File: config.mk
export PLATFORM = sky130hd
export DESIGN_NAME = display_timing_gen
export DESIGN_NICKNAME = d
export VERILOG_FILES = /design/src/rtl/display_timing_gen.sv
export SDC_FILE = /design/constraint.sdc
export NUM_CORES = 1
export LEC_CHECK = 0
export ABC_AREA = 1
export BUFFER_PORTS_ARGS = -buffer_cell sky130_fd_sc_hd__buf_4
export CORE_MARGIN = 2
export CORE_UTILIZATION = 37
export DETAILED_ROUTE_END_ITERATION = 8
export PLACE_DENSITY_LB_ADDON = 0.15
export SETUP_SLACK_MARGIN = 0.2
export SLEW_MARGIN = 10
export SYNTH_ARGS = -nofsm -noshare
export SYNTH_HDL_FRONTEND = slang
export SYNTH_SLANG_ARGS = --single-unit
File: constraint.sdc
create_clock -name pix_clk -period 4.75 [get_ports pix_clk]
set_input_delay 1.1875 -clock pix_clk [delete_from_list [all_inputs] [get_ports pix_clk]]
set_output_delay 1.1875 -clock pix_clk [all_outputs]
set_load 0.02 [all_outputs]
File: src/rtl/display_timing_gen.sv
// ---------------------------------------------------------------------------
// display_timing_gen
//
// Parametrised raster timing generator. It produces the beam position,
// data enable, hsync/vsync with a configurable asserted level per axis,
// line/frame start strobes and a frame counter. Every output is a register
// loaded from the *next* beam position, so de/hsync/vsync always describe
// the (sx,sy) shown in the same cycle. A pixel enable lets a fast clock
// drive a slower pixel rate.
//
// Ports:
//   pix_clk      in   clock
//   rst_pix      in   synchronous active-high reset (overrides en)
//   en           in   pixel enable; the beam advances only when en=1
//   sx, sy       out  beam position, 0..H_TOTAL-1 / 0..V_TOTAL-1
//   de           out  beam is inside the active area
//   hsync/vsync  out  sync pulses at H_POL / V_POL level while asserted
//   line_start   out  one-clock strobe when sx has just become 0
//   frame_start  out  one-clock strobe when (sx,sy) has just become (0,0)
//   frame_cnt    out  index of the current frame (wraps mod 2^FRAMEW)
// ---------------------------------------------------------------------------
module display_timing_gen #(
  parameter int   CORDW    = 10,
  parameter int   H_ACTIVE = 640,
  parameter int   H_FP     = 16,
  parameter int   H_SYNC   = 96,
  parameter int   H_BP     = 48,
  parameter int   V_ACTIVE = 480,
  parameter int   V_FP     = 10,
  parameter int   V_SYNC   = 2,
  parameter int   V_BP     = 33,
  parameter logic H_POL    = 1'b0,
  parameter logic V_POL    = 1'b0,
  parameter int   FRAMEW   = 16
) (
  input  logic              pix_clk,
  input  logic              rst_pix,
  input  logic              en,
  output logic [CORDW-1:0]  sx,
  output logic [CORDW-1:0]  sy,
  output logic              de,
  output logic              hsync,
  output logic              vsync,
  output logic              line_start,
  output logic              frame_start,
  output logic [FRAMEW-1:0] frame_cnt
);

  localparam int H_TOTAL = H_ACTIVE + H_FP + H_SYNC + H_BP;
  localparam int V_TOTAL = V_ACTIVE + V_FP + V_SYNC + V_BP;

  // Sync windows are kept as inclusive bounds so a zero back porch cannot
  // push the end value past the coordinate range.
  localparam logic [CORDW-1:0] H_LAST     = CORDW'(H_TOTAL - 1);
  localparam logic [CORDW-1:0] V_LAST     = CORDW'(V_TOTAL - 1);
  localparam logic [CORDW-1:0] H_ACT      = CORDW'(H_ACTIVE);
  localparam logic [CORDW-1:0] V_ACT      = CORDW'(V_ACTIVE);
  localparam logic [CORDW-1:0] HS_FIRST   = CORDW'(H_ACTIVE + H_FP);
  localparam logic [CORDW-1:0] HS_LAST    = CORDW'(H_ACTIVE + H_FP + H_SYNC - 1);
  localparam logic [CORDW-1:0] VS_FIRST   = CORDW'(V_ACTIVE + V_FP);
  localparam logic [CORDW-1:0] VS_LAST    = CORDW'(V_ACTIVE + V_FP + V_SYNC - 1);

  if (H_TOTAL > (2 ** CORDW) || V_TOTAL > (2 ** CORDW)) begin : g_cordw_too_small
    $error("display_timing_gen: CORDW too narrow for H_TOTAL/V_TOTAL");
  end
  if (H_SYNC < 1 || V_SYNC < 1 || H_ACTIVE < 1 || V_ACTIVE < 1) begin : g_bad_timing
    $error("display_timing_gen: active and sync widths must be at least 1");
  end

  logic [CORDW-1:0]  r_sx, r_sy;
  logic              r_de, r_hsync, r_vsync, r_line_start, r_frame_start;
  logic [FRAMEW-1:0] r_frame_cnt;

  logic [CORDW-1:0]  w_sx_nxt, w_sy_nxt;
  logic              w_de_nxt, w_hsync_nxt, w_vsync_nxt;
  logic              w_line_start_nxt, w_frame_start_nxt;

  // Next beam position and everything derived from it. Registering these
  // (rather than decoding the current position) is what gives zero skew
  // between the coordinates and de/hsync/vsync.
  always_comb begin
    // NOTE: every combinational output gets a default first so no path
    // leaves it unassigned -- that is what keeps latches from being inferred.
    w_sx_nxt = r_sx + CORDW'(1);
    w_sy_nxt = r_sy;
    if (r_sx == H_LAST) begin
      w_sx_nxt = '0;
      w_sy_nxt = (r_sy == V_LAST) ? '0 : r_sy + CORDW'(1);
    end

    w_de_nxt    = (w_sx_nxt < H_ACT) && (w_sy_nxt < V_ACT);
    w_hsync_nxt = (w_sx_nxt >= HS_FIRST && w_sx_nxt <= HS_LAST) ? H_POL : ~H_POL;
    w_vsync_nxt = (w_sy_nxt >= VS_FIRST && w_sy_nxt <= VS_LAST) ? V_POL : ~V_POL;

    w_line_start_nxt  = (w_sx_nxt == '0);
    w_frame_start_nxt = w_line_start_nxt && (w_sy_nxt == '0);
  end

  always_ff @(posedge pix_clk) begin
    // NOTE: state registers use non-blocking assignments so every register
    // samples the pre-edge values regardless of statement order.
    if (rst_pix) begin
      // Park the beam on the last pixel of the frame so the first enabled
      // edge wraps to (0,0) and raises both strobes with frame_cnt -> 0.
      r_sx          <= H_LAST;
      r_sy          <= V_LAST;
      r_de          <= 1'b0;
      r_hsync       <= ~H_POL;
      r_vsync       <= ~V_POL;
      r_line_start  <= 1'b0;
      r_frame_start <= 1'b0;
      r_frame_cnt   <= '1;
    end else if (en) begin
      r_sx          <= w_sx_nxt;
      r_sy          <= w_sy_nxt;
      r_de          <= w_de_nxt;
      r_hsync       <= w_hsync_nxt;
      r_vsync       <= w_vsync_nxt;
      r_line_start  <= w_line_start_nxt;
      r_frame_start <= w_frame_start_nxt;
      if (w_frame_start_nxt) begin
        r_frame_cnt <= r_frame_cnt + FRAMEW'(1);
      end
    end else begin
      // Strobes stay one clock wide even when en is held low afterwards.
      r_line_start  <= 1'b0;
      r_frame_start <= 1'b0;
    end
  end

  assign sx          = r_sx;
  assign sy          = r_sy;
  assign de          = r_de;
  assign hsync       = r_hsync;
  assign vsync       = r_vsync;
  assign line_start  = r_line_start;
  assign frame_start = r_frame_start;
  assign frame_cnt   = r_frame_cnt;

endmodule

==> impl_metrics.ini <==
[clocking]
cts_resized = 0
ctsHoldBuffers = 0
cts.sinks = 41
cts_root_buf = clkbuf_8
clkTransAtPathRegs_ns = 0.09
clockBufferDepth = 2
htreeDepth = 2
cts_setup_buffers = 0
numCtsBuffers = 5
cts_tree = yes
clkLatencyLatePin_ns = 0.30

[global_route]
track_usage_pct = 18.3
grt_pass1_wl_microns = 12900
overflow = 0
antenna_found_initial = 0
grt_max_degree = 34
grt_pass1_vias = 2710

[worst_setup_path]
cp_top_family = simple AND/OR/NAND/NOR gates
critPathKind = input port to flop
crit_chain = buf_4 -> inv_1 -> nor2_1 -> nand3_1 -> nor2_1 -> nand2_1 -> nand2_1 -> nand3_1
cp.arrival_ns = 2.78
worst-path-buf-inv = 2
endpoint_kind = flop
cp_slowest_stage_delay_ns = 0.47
path_max_fanout = 33
crit_required_ns = 4.91
critPathLaunchType = input port
crit_slowest_cell = inv_1

[synthesis]
yosys_warnings = 0
synth_cell_types = 30
ys_seq_area_share_pct = 27.9
syn_area_per_cell_sq_um = 6.57
synth_fp_nets = 456
synth_area_sq_um = 2940
synthCells = 447
ys_seq_elements = 41

[timing]
rsz0062_at_grt = no
final_max_slew_viol_count = 0
fin_crit_ns = 2.62
hold_viol_final = 0
fin_crit_sh_pct = 55.1
tns_ns = 0
skew_ns = 0.0122
tightestPinTransition_ns = 0.889
finalSetupViolCount = 0
max_slew_margin_pct = 40.7
fmax_mhz = 382

[detailed_routing]
routedWlPerCell_microns = 13.2
routed_via_density = 5.01
dr.pass1.iters = 5
drc = 0
vias = 2920
wl_microns = 7680
final_antenna_net_count = 0
drt-initial-drc-count = 156

[die]
core_sq_um = 7730
rows = 32
pin_count = 44
die_h_microns = 93.1
dieWidth_microns = 93.1
initial_core_util_pct = 38.0
dieArea_sq_um = 8670

[final_layout]
antennaDiodeCount = 0
drive_gt1_share_pct = 17.7
final_area_sq_um = 3380
syn_to_final_growth_pct = 15.0
nNetsFinal = 489
n_fill_cell = 825
final_util_pct = 43.7

[placed_design]
hpwl_microns = 5580
placed_area_sq_um = 3290
numPortBuffers = 43
gp_congestion = 0.856

[min_path]
worstHoldPathType = flop to flop

[power]
ir_drop_mv = 0.123
p_per_area_nw_per_um2 = 255
power.leakage_nw = 1.79
total_power_uw = 862

[run]
drv_cap = 0

[run_status]
outcome = finished, final reports clean
==> final cells by class <==
type	instances	area, sq um	share of cell area [%]
inverters	52	195	5.78
well taps	102	128	3.78
clock buffers	6	72.6	2.15
repair buffers	43	323	9.56
clock inverters	2	15.0	0.444
flip-flops and latches	41	821	24.3
multi-input cells	337	1820	54.0
==> kinds of logic (layout without fill, tap and decap cells) <==
kind of cell	count (synthesis)	in the layout	synth area share [%]
simple gates	264	264	46.0
buf+inv	69	103	9.97
compound gates	52	52	9.11
flops	41	41	27.9
xor+xnor	15	15	4.47
fa+ha+maj	6	6	2.56
==> state kept, by name, indices dropped and copies added, names as in the netlist <==
register / cells
frame_start: 1
hsync: 1
frame_cnt: 16
sy: 10
sx: 10
de: 1
vsync: 1
line_start: 1
==> routing by layer <==
layer,GRT usage (%),wire length (microns)
met3,2.98,317
met5,0,0
met4,5.51,53
met2,30.7,3570
met1,24.1,3740
==> worst reg2reg max path, stage by stage, from the launching register on <==
cell and delay, ns:
dfxtp_1 0.51, ha_1 0.27, nand2_4 0.12, nor2_8 0.13
nand4_4 0.21, nand3_1 0.24, nand2_1 0.16, nor2_8 0.28
nand4_4 0.26, nand2_1 0.13, nand3_1 0.07
==> cell usage in the layout, fill, tap and decap left out, types with 8 or more instances in the layout <==
| cell type | n |
|---|---|
| a21oi_1 | 21 |
| buf_4 | 43 |
| dfxtp_1 | 41 |
| inv_1 | 49 |
| nand2_1 | 112 |
| nand3_1 | 45 |
| nand4_1 | 24 |
| nor2_1 | 36 |
| nor2_2 | 8 |
| nor3_1 | 11 |
| o21ai_0 | 26 |
| xor2_1 | 9 |
==> worst paths after layout <==
check,cells past startpoint,endpoint,slack (ns),from
hold / removal,2,de,0.51,de
setup reg to reg,10,frame_cnt[2],2.24,sx[0]
setup / recovery,8,frame_cnt[1],2.13,en
hold reg to reg,2,de,0.51,de
==> synth_stat cells (all sizes together) <==
| master | n | area [sq um] |
|---|---|---|
| nand4 | 26 | 193 |
| buf | 10 | 71.3 |
| o21ai | 28 | 140 |
| nor2 | 53 | 322 |
| and2 | 1 | 6.26 |
| a21oi | 21 | 105 |
| nand3 | 48 | 255 |
| dfxtp | 41 | 821 |
| nand3b | 2 | 15.0 |
| clkbuf | 7 | 26.3 |
| ha | 6 | 75.1 |
| inv | 52 | 195 |
| xnor2 | 6 | 52.6 |
| nand2 | 122 | 498 |
| a211oi | 1 | 7.51 |
| o211ai | 2 | 15.0 |
| nor4 | 1 | 6.26 |
| xor2 | 9 | 78.8 |
| nor3 | 11 | 55.1 |
==> where the power goes <==
group,switching (mW),internal [mW],total [mW]
Clock,0.133,0.104,0.236
Combinational,0.163,0.0766,0.240
Sequential,0.0277,0.358,0.386
Total,0.323,0.539,0.862
==> through the flow <==
stage                     hold WS, ns  cells  setup slack, ns
final                           0.510    583             2.13
after global routing            0.518    583             1.91
after CTS                       0.505    583             2.13
after global placement          0.493    575             1.90
after floorplan                 0.545    447             2.56
after detailed placement        0.492    575             1.80
Note: power is estimated with default switching activity, not from simulation.
